$ cat config.mk
export PLATFORM = sky130hd
export DESIGN_NAME = mc_ctrl
export DESIGN_NICKNAME = d
export VERILOG_FILES = /design/src/rtl/mc_ctrl_pkg.sv /design/src/rtl/mc_ctrl_perf_cnt.sv /design/src/rtl/mc_ctrl.sv
export SDC_FILE = /design/constraint.sdc
export NUM_CORES = 1
export LEC_CHECK = 0
export ABC_AREA = 1
export CORE_AREA = 2 2 91 93
export CTS_CLUSTER_SIZE = 40
export DETAILED_ROUTE_END_ITERATION = 16
export DIE_AREA = 0 0 93 95
export GPL_TIMING_DRIVEN = 0
export PLACE_DENSITY = 0.86
export SLEW_MARGIN = 10
export SYNTH_ARGS = -nofsm -noshare
export SYNTH_HDL_FRONTEND = slang
export SYNTH_SLANG_ARGS = --single-unit
$ cat constraint.sdc
create_clock -name clk -period 5.4 [get_ports clk]
set_input_delay 1.62 -clock clk [delete_from_list [all_inputs] [get_ports clk]]
set_output_delay 1.62 -clock clk [all_outputs]
set_load 0.1 [all_outputs]
$ cat src/rtl/mc_ctrl_pkg.sv
// Shared encodings for the multi-cycle control sequencer: FSM states, datapath
// select codes and the decoded instruction class with its priority resolver.
package mc_ctrl_pkg;

    localparam logic [2:0] ST_FETCH  = 3'd0;
    localparam logic [2:0] ST_DECODE = 3'd1;
    localparam logic [2:0] ST_EXEC   = 3'd2;
    localparam logic [2:0] ST_MEM    = 3'd3;
    localparam logic [2:0] ST_WB     = 3'd4;
    localparam logic [2:0] ST_TRAP   = 3'd5;

    localparam logic [1:0] PC_PLUS4 = 2'd0;
    localparam logic [1:0] PC_IMM   = 2'd1;
    localparam logic [1:0] PC_ALU   = 2'd2;

    localparam logic [1:0] WB_ALU  = 2'd0;
    localparam logic [1:0] WB_LOAD = 2'd1;
    localparam logic [1:0] WB_PC4  = 2'd2;
    localparam logic [1:0] WB_IMM  = 2'd3;

    localparam logic ALU_A_RS1 = 1'b0;
    localparam logic ALU_A_PC  = 1'b1;
    localparam logic ALU_B_RS2 = 1'b0;
    localparam logic ALU_B_IMM = 1'b1;

    typedef enum logic [3:0] {
        CLS_NONE,
        CLS_R,
        CLS_I,
        CLS_L,
        CLS_S,
        CLS_B,
        CLS_JAL,
        CLS_JALR,
        CLS_LUI,
        CLS_AUIPC
    } instr_class_e;

    // Collapses the one-hot decoder flags; when several are set the first in this order wins.
    function automatic instr_class_e classify(
        input logic r, input logic i, input logic l, input logic s, input logic b,
        input logic jal, input logic jalr, input logic lui, input logic auipc
    );
        if (r)          return CLS_R;
        else if (i)     return CLS_I;
        else if (l)     return CLS_L;
        else if (s)     return CLS_S;
        else if (b)     return CLS_B;
        else if (jal)   return CLS_JAL;
        else if (jalr)  return CLS_JALR;
        else if (lui)   return CLS_LUI;
        else if (auipc) return CLS_AUIPC;
        return CLS_NONE;
    endfunction

endpackage

$ cat src/rtl/mc_ctrl_perf_cnt.sv
// Free-running performance counter with an increment enable; wraps modulo 2^CNT_W.
module mc_ctrl_perf_cnt #(
    parameter int CNT_W = 32
) (
    input  logic             clk,
    input  logic             rst,
    input  logic             i_en,
    output logic [CNT_W-1:0] o_cnt
);

    always_ff @(posedge clk or posedge rst) begin
        if (rst)
            o_cnt <= '0;
        else if (i_en)
            o_cnt <= o_cnt + CNT_W'(1);
    end

endmodule

$ cat src/rtl/mc_ctrl.sv
// Multi-cycle RV32I control sequencer: FETCH/DECODE/EXEC/MEM/WB with a terminal
// TRAP for undecodable instructions, plus cycle and retired-instruction counters.
module mc_ctrl
    import mc_ctrl_pkg::*;
#(
    parameter int CNT_W = 32
) (
    input  logic             clk,
    input  logic             rst,
    input  logic             i_type,
    input  logic             l_type,
    input  logic             s_type,
    input  logic             r_type,
    input  logic             jal,
    input  logic             jalr,
    input  logic             lui,
    input  logic             auipc,
    input  logic             b_type,
    input  logic             br_taken,
    output logic             imem_req,
    input  logic             imem_ready,
    output logic             dmem_req,
    output logic             dmem_we,
    input  logic             dmem_ready,
    output logic             ir_we,
    output logic             pc_we,
    output logic [1:0]       pc_sel,
    output logic             alu_a_sel,
    output logic             alu_b_sel,
    output logic             rf_we,
    output logic [1:0]       wb_sel,
    output logic             retire,
    output logic             illegal,
    output logic [CNT_W-1:0] cycle_cnt,
    output logic [CNT_W-1:0] instret_cnt
);

    logic [2:0]   r_state;
    logic [2:0]   w_next;
    instr_class_e r_cls;
    instr_class_e w_dec_cls;

    assign w_dec_cls = classify(r_type, i_type, l_type, s_type, b_type,
                                jal, jalr, lui, auipc);

    // The class is latched in DECODE; IR is stable until the next FETCH so this matches the live flags.
    always_ff @(posedge clk or posedge rst) begin
        if (rst) begin
            r_state <= ST_FETCH;
            r_cls   <= CLS_NONE;
        end else begin
            r_state <= w_next;
            if (r_state == ST_DECODE)
                r_cls <= w_dec_cls;
        end
    end

    always_comb begin
        w_next    = r_state;
        imem_req  = 1'b0;
        ir_we     = 1'b0;
        dmem_req  = 1'b0;
        dmem_we   = 1'b0;
        pc_we     = 1'b0;
        pc_sel    = PC_PLUS4;
        alu_a_sel = ALU_A_RS1;
        alu_b_sel = ALU_B_RS2;
        rf_we     = 1'b0;
        wb_sel    = WB_ALU;
        retire    = 1'b0;
        illegal   = 1'b0;
        case (r_state)
            ST_FETCH: begin
                // Reset holds the FSM in FETCH, so the fetch request is masked by rst itself.
                imem_req = !rst;
                if (imem_ready && !rst) begin
                    ir_we  = 1'b1;
                    w_next = ST_DECODE;
                end
            end
            ST_DECODE: begin
                w_next = (w_dec_cls == CLS_NONE) ? ST_TRAP : ST_EXEC;
            end
            ST_EXEC: begin
                if (r_cls == CLS_AUIPC || r_cls == CLS_JAL || r_cls == CLS_B)
                    alu_a_sel = ALU_A_PC;
                if (r_cls != CLS_R && r_cls != CLS_B)
                    alu_b_sel = ALU_B_IMM;
                if (r_cls == CLS_B) begin
                    pc_we  = 1'b1;
                    pc_sel = br_taken ? PC_IMM : PC_PLUS4;
                    retire = 1'b1;
                    w_next = ST_FETCH;
                end else if (r_cls == CLS_L || r_cls == CLS_S) begin
                    w_next = ST_MEM;
                end else begin
                    w_next = ST_WB;
                end
            end
            ST_MEM: begin
                dmem_req = 1'b1;
                dmem_we  = (r_cls == CLS_S);
                if (dmem_ready) begin
                    if (r_cls == CLS_S) begin
                        pc_we  = 1'b1;
                        retire = 1'b1;
                        w_next = ST_FETCH;
                    end else begin
                        w_next = ST_WB;
                    end
                end
            end
            ST_WB: begin
                rf_we  = 1'b1;
                pc_we  = 1'b1;
                retire = 1'b1;
                w_next = ST_FETCH;
                case (r_cls)
                    CLS_L:          wb_sel = WB_LOAD;
                    CLS_JAL, CLS_JALR: wb_sel = WB_PC4;
                    CLS_LUI:        wb_sel = WB_IMM;
                    default:        wb_sel = WB_ALU;
                endcase
                case (r_cls)
                    CLS_JAL:  pc_sel = PC_IMM;
                    CLS_JALR: pc_sel = PC_ALU;
                    default:  pc_sel = PC_PLUS4;
                endcase
            end
            ST_TRAP: begin
                illegal = 1'b1;
            end
            default: begin
                w_next = ST_FETCH;
            end
        endcase
    end

    mc_ctrl_perf_cnt #(.CNT_W(CNT_W)) u_cycle_cnt (
        .clk   (clk),
        .rst   (rst),
        .i_en  (1'b1),
        .o_cnt (cycle_cnt)
    );

    mc_ctrl_perf_cnt #(.CNT_W(CNT_W)) u_instret_cnt (
        .clk   (clk),
        .rst   (rst),
        .i_en  (retire),
        .o_cnt (instret_cnt)
    );

endmodule

==> flow_metrics.py, run 1 <==
metrics = {
    "drt": {
        "via_per_inst": 5.10,
        "num_vias": 4338,
        "detail_route.drc_violations": 0,
        "route.detailed.wl_per_inst_um": 13.3,
        "detailedRoute.firstIterationViolations": 236,
        "final_antenna_net_count": 0,
        "detail_route.first_pass.iterations": 5,
        "drt_wl_total_um": 11300,
    },
    "floorplan": {
        "placementRows": 33,
        "fp.coreArea_um2": 7930,
        "dieHeight_um": 95,
        "io_pins": 92,
        "die_width_um": 93,
        "full_die_area_um2": 8840,
        "initial_core_util_pct": 54.5,
    },
    "finish": {
        "fin_cells": 850,
        "antenna_diode_count": 0,
        "drive_above_1_share_pct": 4.70,
        "fillers": 696,
        "finalNetCount": 757,
        "layout_overhead_on_the_synthesized_area_pct": 29.5,
    },
    "run": {
        "timing.max_cap.violations": 0,
    },
    "sta": {
        "setup_viol_count_final": 0,
        "max_clock_freq_mhz": 188,
        "max_slew.worst_pin.slew_ns": 0.982,
        "timing.final.hold_violations": 0,
        "rsz0062_at_grt": "false",
        "skew_ns": 0.00882,
        "hold_ws_ns": 0.524,
        "slew_headroom_pct": 34.3,
        "drv_slew": 0,
        "clock_period_minus_final_worst_setup_slack_ns": 5.32,
        "final_worst_path_period_share_pct": 98.6,
    },
    "place": {
        "place_hpwl_um": 8820,
        "place_inst": 835,
        "gp_routability_congestion": 0.968,
        "port-buffer-count": 91,
    },
    "power": {
        "share_comb_of_total_power_pct": 35.8,
        "power_switching_share_pct": 41.7,
        "total_leakage_power_nw": 2.54,
        "power.share.sequential_pct": 36.8,
        "clkPwrFrac_pct": 27.4,
        "cell_internal_pwr_mw": 0.983,
        "power.total_mw": 1.69,
        "total_switching_power_mw": 0.703,
        "peakVddDrop_mv": 0.313,
        "power_density_nw_per_um2": 301,
    },
    "setup_path": {
        "path_class": "in -> out",
        "cp-start-kind": "primary input",
        "critical-path-top-delay-family": "buffers and inverters",
        "worst-endpoint-required_ns": 3.78,
        "timing.critical_path.cells": "clkdlybuf4s50_1 > nand3_1 > nand3_2 > buf_2 > buf_4 > dlygate4sd2_1",
        "worst_path_largest_cell_delay_ns": 0.85,
        "timing.critical_path.buf_inv": 4,
        "cpMaxStageDelayCell": "sky130_fd_sc_hd__dlygate4sd2_1",
        "largest_fanout_on_the_critical_path": 11,
        "crit_path_end_kind": "output pin",
        "worst-endpoint-arrival_ns": 3.70,
    },
    "cts": {
        "worstSkewPairLatency_ns": 0.34,
        "clk_transition_reported_paths_ns": 0.07,
        "cts_num_sinks": 71,
        "cts_tree": "yes",
        "clock_path_buffers": 2,
        "cts_resized": 2,
        "cts_post_setup_buffers_inserted": 0,
        "post_cts_hold_buffer_count": 0,
        "cts_made_buffers": 9,
        "clockRootBuffer": "sky130_fd_sc_hd__clkbuf_8",
        "htree_num_levels": 3,
    },
    "global_route": {
        "global_route.overflow_total": 0,
        "pin_count_of_the_biggest_net_entering_global_routing": 43,
        "antenna_found_initial": 0,
        "grt_pass1_wl_um": 19200,
        "via_count_of_the_first_global_routing_pass": 4190,
        "track_usage_pct": 27.6,
    },
    "run_status": {
        "run_status": "completed",
    },
    "synth": {
        "mappedNetlistArea_um2": 4320,
        "yosysWarningCount": 0,
        "synthDistinctLibCells": 22,
        "syn-instance-count": 638,
        "synth_seq_cells": 71,
        "synth.yosys.seq_area_share_pct": 41.1,
        "mappedNetlistNets": 654,
        "synth_area_per_cell_um2": 6.77,
    },
    "min_path": {
        "min-delay-path-class": "reg -> reg",
    },
}
-- worst reg2reg max path, cell delays in order (launching register included) --
cell and delay, ns:
sky130_fd_sc_hd__dfrtp_1 0.42, sky130_fd_sc_hd__ha_1 0.21, sky130_fd_sc_hd__nand2_1 0.08, sky130_fd_sc_hd__nor2_1 0.16, sky130_fd_sc_hd__nand3_1 0.21, sky130_fd_sc_hd__nor2_1 0.38, sky130_fd_sc_hd__nand3_1 0.16, sky130_fd_sc_hd__xor2_1 0.17
-- per-stage QoR --
stage               TNS [ns]  util, %  instance area (µm²)  worst slack (ns)
finish                     0     70.6                 5590            0.0753
global route               0     70.6                 5590            0.0387
CTS                        0     70.6                 5590            0.0833
detailed placement    -0.285     67.9                 5390            -0.190
global placement      -0.244     67.6                 5360            -0.164
floorplan                  0        -                 4320            0.0646
-- flip-flops by register name (all words and copies together) (netlist names) --
register,flops
r_cls,4
r_state,3
u_cycle_cnt.o_cnt,32
u_instret_cnt.o_cnt,32
-- Yosys cell counts --
master,count,share of area (%)
sky130_fd_sc_hd__nand2_1,251,22
sky130_fd_sc_hd__nor2_1,93,8.1
sky130_fd_sc_hd__dfrtp_1,71,41
sky130_fd_sc_hd__inv_1,71,6.2
sky130_fd_sc_hd__nand3_1,30,3.5
sky130_fd_sc_hd__xor2_1,30,6.1
sky130_fd_sc_hd__nor3_1,21,2.4
sky130_fd_sc_hd__nand3b_1,17,3.0
sky130_fd_sc_hd__o21ai_0,16,1.9
sky130_fd_sc_hd__nand4_1,6,0.87
sky130_fd_sc_hd__a21oi_1,5,0.58
sky130_fd_sc_hd__buf_2,5,0.58
sky130_fd_sc_hd__nor2_2,4,0.58
sky130_fd_sc_hd__xnor2_1,4,0.81
sky130_fd_sc_hd__nand3_2,3,0.70
sky130_fd_sc_hd__buf_4,2,0.35
sky130_fd_sc_hd__ha_1,2,0.58
sky130_fd_sc_hd__inv_2,2,0.17
sky130_fd_sc_hd__or2_2,2,0.29
sky130_fd_sc_hd__nor3_2,1,0.23
sky130_fd_sc_hd__o211ai_1,1,0.17
sky130_fd_sc_hd__o21ai_1,1,0.12
-- cells in the final DEF (no fill, tap or decap), types with 2 or more instances in the layout --
cell	count
sky130_fd_sc_hd__clkinv_2	2
sky130_fd_sc_hd__clkdlybuf4s50_1	89
sky130_fd_sc_hd__nand2_1	251
sky130_fd_sc_hd__clkbuf_8	10
sky130_fd_sc_hd__ha_1	2
sky130_fd_sc_hd__o21ai_0	16
sky130_fd_sc_hd__nor2_1	93
sky130_fd_sc_hd__buf_4	2
sky130_fd_sc_hd__bufinv_16	2
sky130_fd_sc_hd__or2_2	2
sky130_fd_sc_hd__inv_2	2
sky130_fd_sc_hd__xnor2_1	4
sky130_fd_sc_hd__xor2_1	30
sky130_fd_sc_hd__inv_1	70
sky130_fd_sc_hd__buf_2	5
sky130_fd_sc_hd__nor3_1	21
sky130_fd_sc_hd__dfrtp_1	71
sky130_fd_sc_hd__nand3_1	30
sky130_fd_sc_hd__nor2_2	4
sky130_fd_sc_hd__dlygate4sd2_1	2
sky130_fd_sc_hd__nand3_2	3
sky130_fd_sc_hd__nand4_1	6
sky130_fd_sc_hd__a21oi_1	5
sky130_fd_sc_hd__nand3b_1	17
-- final cells by class --
cell class,count,area [µm²],share of cell area [%]
Multi-Input combinational cell,487,2230,39.9
Sequential cell,71,1780,31.8
Timing Repair Buffer,92,928,16.6
Inverter,73,277,4.94
Clock buffer,11,141,2.53
Tap cell,105,131,2.35
Clock inverter,4,70.1,1.25
Buffer,7,40.0,0.716
-- cells by family (layout without fill, tap and decap cells) --
family	Yosys count	count (layout)	synth area share (%)
AO/OA/AOI/OAI	23	23	2.72
XOR/XNOR	34	34	6.89
adder cells (fa/ha/maj)	2	2	0.579
buffers and inverters	80	187	7.27
flip-flops	71	71	41.1
AND/OR/NAND/NOR	428	428	41.4
-- metal layers --
layer | global-route usage [%] | wire, µm
met4 | 12.4 | 354
met5 | 0 | 0
met3 | 3.19 | 601
met1 | 33.9 | 4690
met2 | 48.9 | 5700
-- worst paths after layout --
| path | start | to | slack, ns | depth (start not counted) |
|---|---|---|---|---|
| hold reg to reg | u_cycle_cnt.o_cnt[30]$_DFF_PP0_ | u_cycle_cnt.o_cnt[30]$_DFF_PP0_ | 0.52 | 2 |
| max in group asynchronous | rst | u_instret_cnt.o_cnt[22]$_DFFE_PP0P_ | 3.17 | 3 |
| hold / removal | u_cycle_cnt.o_cnt[30]$_DFF_PP0_ | u_cycle_cnt.o_cnt[30]$_DFF_PP0_ | 0.52 | 2 |
| min in group asynchronous | rst | r_state[0]$_DFFE_PP0P_ | 1.69 | 2 |
| setup reg to reg | u_cycle_cnt.o_cnt[1]$_DFF_PP0_ | u_cycle_cnt.o_cnt[18]$_DFF_PP0_ | 3.50 | 7 |
| setup / recovery | dmem_ready | retire | 0.08 | 6 |
-- power by group through the flow --
stage | Clock, mW | Sequential, mW | Combinational, mW
global route | 0.491 | 0.626 | 0.645
global placement | 0 | 0.626 | 0.592
CTS | 0.471 | 0.619 | 0.605
finish | 0.462 | 0.620 | 0.603
detailed placement | 0 | 0.629 | 0.606
floorplan | 0 | 0.751 | 0.333
(Power assumes the default switching activity.)
==> inputs of run 2 (changes only) <==
- CORE_AREA: 2 2 91 93 -> 2 2 95 97
- DIE_AREA: 0 0 93 95 -> 0 0 97 99
- PLACE_DENSITY: 0.86 -> 0.79
- clock period: 5.4 -> 5.8 ns (I/O delays scaled with it)
==> flow_metrics.py, run 2 (synthesized netlist as in run 1, its figures left out) <==
metrics = {
    "run_status": {
        "run_status": "completed",
    },
    "cts": {
        "clk_transition_reported_paths_ns": 0.08,
        "cts_tree": "yes",
        "clockRootBuffer": "sky130_fd_sc_hd__clkbuf_8",
        "cts_made_buffers": 9,
        "htree_num_levels": 3,
        "cts_post_setup_buffers_inserted": 0,
        "cts_num_sinks": 71,
        "worstSkewPairLatency_ns": 0.35,
        "clock_path_buffers": 2,
    },
    "finish": {
        "antenna_diode_count": 0,
        "finalNetCount": 757,
        "drive_above_1_share_pct": 4.83,
        "layout_overhead_on_the_synthesized_area_pct": 30.1,
        "mostFrequentLayoutCells": "sky130_fd_sc_hd__nand2_1 (251), sky130_fd_sc_hd__nor2_1 (93), sky130_fd_sc_hd__clkdlybuf4s50_1 (89)",
        "most_common_cell_after_layout_fill_and_taps_aside": "sky130_fd_sc_hd__nand2_1",
        "reg_top3": "u_cycle_cnt.o_cnt (32), u_instret_cnt.o_cnt (32), r_cls (4)",
    },
    "floorplan": {
        "dieHeight_um": 99,
        "fp.coreArea_um2": 8550,
        "io_pins": 92,
        "placementRows": 34,
        "die_width_um": 97,
        "initial_core_util_pct": 50.5,
        "full_die_area_um2": 9600,
    },
    "place": {
        "place_hpwl_um": 8890,
        "gp_routability_congestion": 0.975,
        "port-buffer-count": 91,
    },
    "sta": {
        "final_worst_path_period_share_pct": 95.3,
        "max_slew.worst_pin.slew_ns": 1.01,
        "slew_headroom_pct": 32.6,
        "rsz0062_at_grt": "false",
        "setup_viol_count_final": 0,
        "timing.final.hold_violations": 0,
        "hold_ws_ns": 0.495,
        "drv_slew": 0,
        "max_clock_freq_mhz": 181,
        "clock_period_minus_final_worst_setup_slack_ns": 5.53,
        "skew_ns": 0.0175,
    },
    "drt": {
        "detailedRoute.firstIterationViolations": 168,
        "detail_route.drc_violations": 0,
        "num_vias": 4357,
        "final_antenna_net_count": 0,
        "via_per_inst": 5.10,
        "drt_wl_total_um": 11300,
        "detail_route.first_pass.iterations": 5,
        "route.detailed.wl_per_inst_um": 13.3,
    },
    "global_route": {
        "track_usage_pct": 24.4,
        "pin_count_of_the_biggest_net_entering_global_routing": 37,
        "antenna_found_initial": 0,
        "via_count_of_the_first_global_routing_pass": 4181,
        "global_route.overflow_total": 0,
        "grt_pass1_wl_um": 19100,
    },
    "setup_path": {
        "path_class": "in -> out",
        "cpMaxStageDelayCell": "sky130_fd_sc_hd__dlygate4sd2_1",
        "worst-endpoint-arrival_ns": 3.79,
        "timing.critical_path.cells": "clkdlybuf4s50_1 > nand3_1 > nand3_2 > buf_2 > buf_4 > dlygate4sd2_1",
        "cp-start-kind": "primary input",
        "worst_path_largest_cell_delay_ns": 0.84,
        "largest_fanout_on_the_critical_path": 11,
        "worst-endpoint-required_ns": 4.06,
        "crit_path_end_kind": "output pin",
    },
    "run": {
        "timing.max_cap.violations": 0,
    },
    "min_path": {
        "min-delay-path-class": "reg -> reg",
    },
    "power": {
        "power_density_nw_per_um2": 284,
        "peakVddDrop_mv": 0.263,
        "total_leakage_power_nw": 2.56,
        "power.total_mw": 1.60,
    },
}
run 2: cell type report:
cell class,count,area [µm²]
Clock inverter,4,76.3
Inverter,73,277
Sequential cell,71,1780
Clock buffer,12,155
Tap cell,108,135
Multi-Input combinational cell,487,2230
Buffer,7,40.0
Timing Repair Buffer,92,932
Fill cell,767,2930
run 2: worst paths after layout:
path | depth (start not counted) | endpoint | startpoint | slack, ns
setup / recovery | 6 | retire | dmem_ready | 0.27
hold / removal | 2 | u_cycle_cnt.o_cnt[31]$_DFF_PP0_ | u_cycle_cnt.o_cnt[31]$_DFF_PP0_ | 0.50
setup reg to reg | 7 | u_cycle_cnt.o_cnt[18]$_DFF_PP0_ | u_cycle_cnt.o_cnt[1]$_DFF_PP0_ | 3.93
hold reg to reg | 2 | u_cycle_cnt.o_cnt[31]$_DFF_PP0_ | u_cycle_cnt.o_cnt[31]$_DFF_PP0_ | 0.50
max in group asynchronous | 3 | u_cycle_cnt.o_cnt[4]$_DFF_PP0_ | rst | 3.43
min in group asynchronous | 2 | u_instret_cnt.o_cnt[15]$_DFFE_PP0P_ | rst | 1.83
run 2: layer usage:
layer	global-route usage (%)	up-vias	share of wire, %	wire length, µm
met5	0	-	0	0
met4	9.97	0	3.0	340
met3	4.96	27	5.9	663
met2	40.9	150	49	5560
met1	31.1	1995	42	4770
li1	-	2185	-	-
run 2: per-stage QoR:
stage          instance area, µm²  instances  utilization [%]  setup WS [ns]   TNS, ns
2_1_floorplan                4320        638                -          0.225         0
3_3_place_gp                 5370        837             62.8        0.00106         0
3_5_place_dp                 5390        838             63.0       -0.00553  -0.00553
4_1_cts                      5620        854             65.7         0.0713         0
5_1_grt                      5620        854             65.7          0.175         0
6_report                     5620        854             65.7          0.273         0
run 2: repair_timing:
item	4_1_cts	5_1_grt
resized for setup	1	1
hold buffers	0	0
cloned	0	0
setup endpoints to repair	1	1
endpoints found under the hold margin	0	0
run 2: critical path: cells and delay by family:
kind | cells | cell delay (ns)
AND/OR/NAND/NOR | 2 | 0.29
buffers and inverters | 4 | 1.76
run 2: report_power, final:
part | leakage (nW) | switching, mW | internal [mW] | total, mW
Combinational | 1.48 | 0.426 | 0.134 | 0.560
Clock | 0.113 | 0.194 | 0.268 | 0.461
Sequential | 0.964 | 0.0442 | 0.531 | 0.575
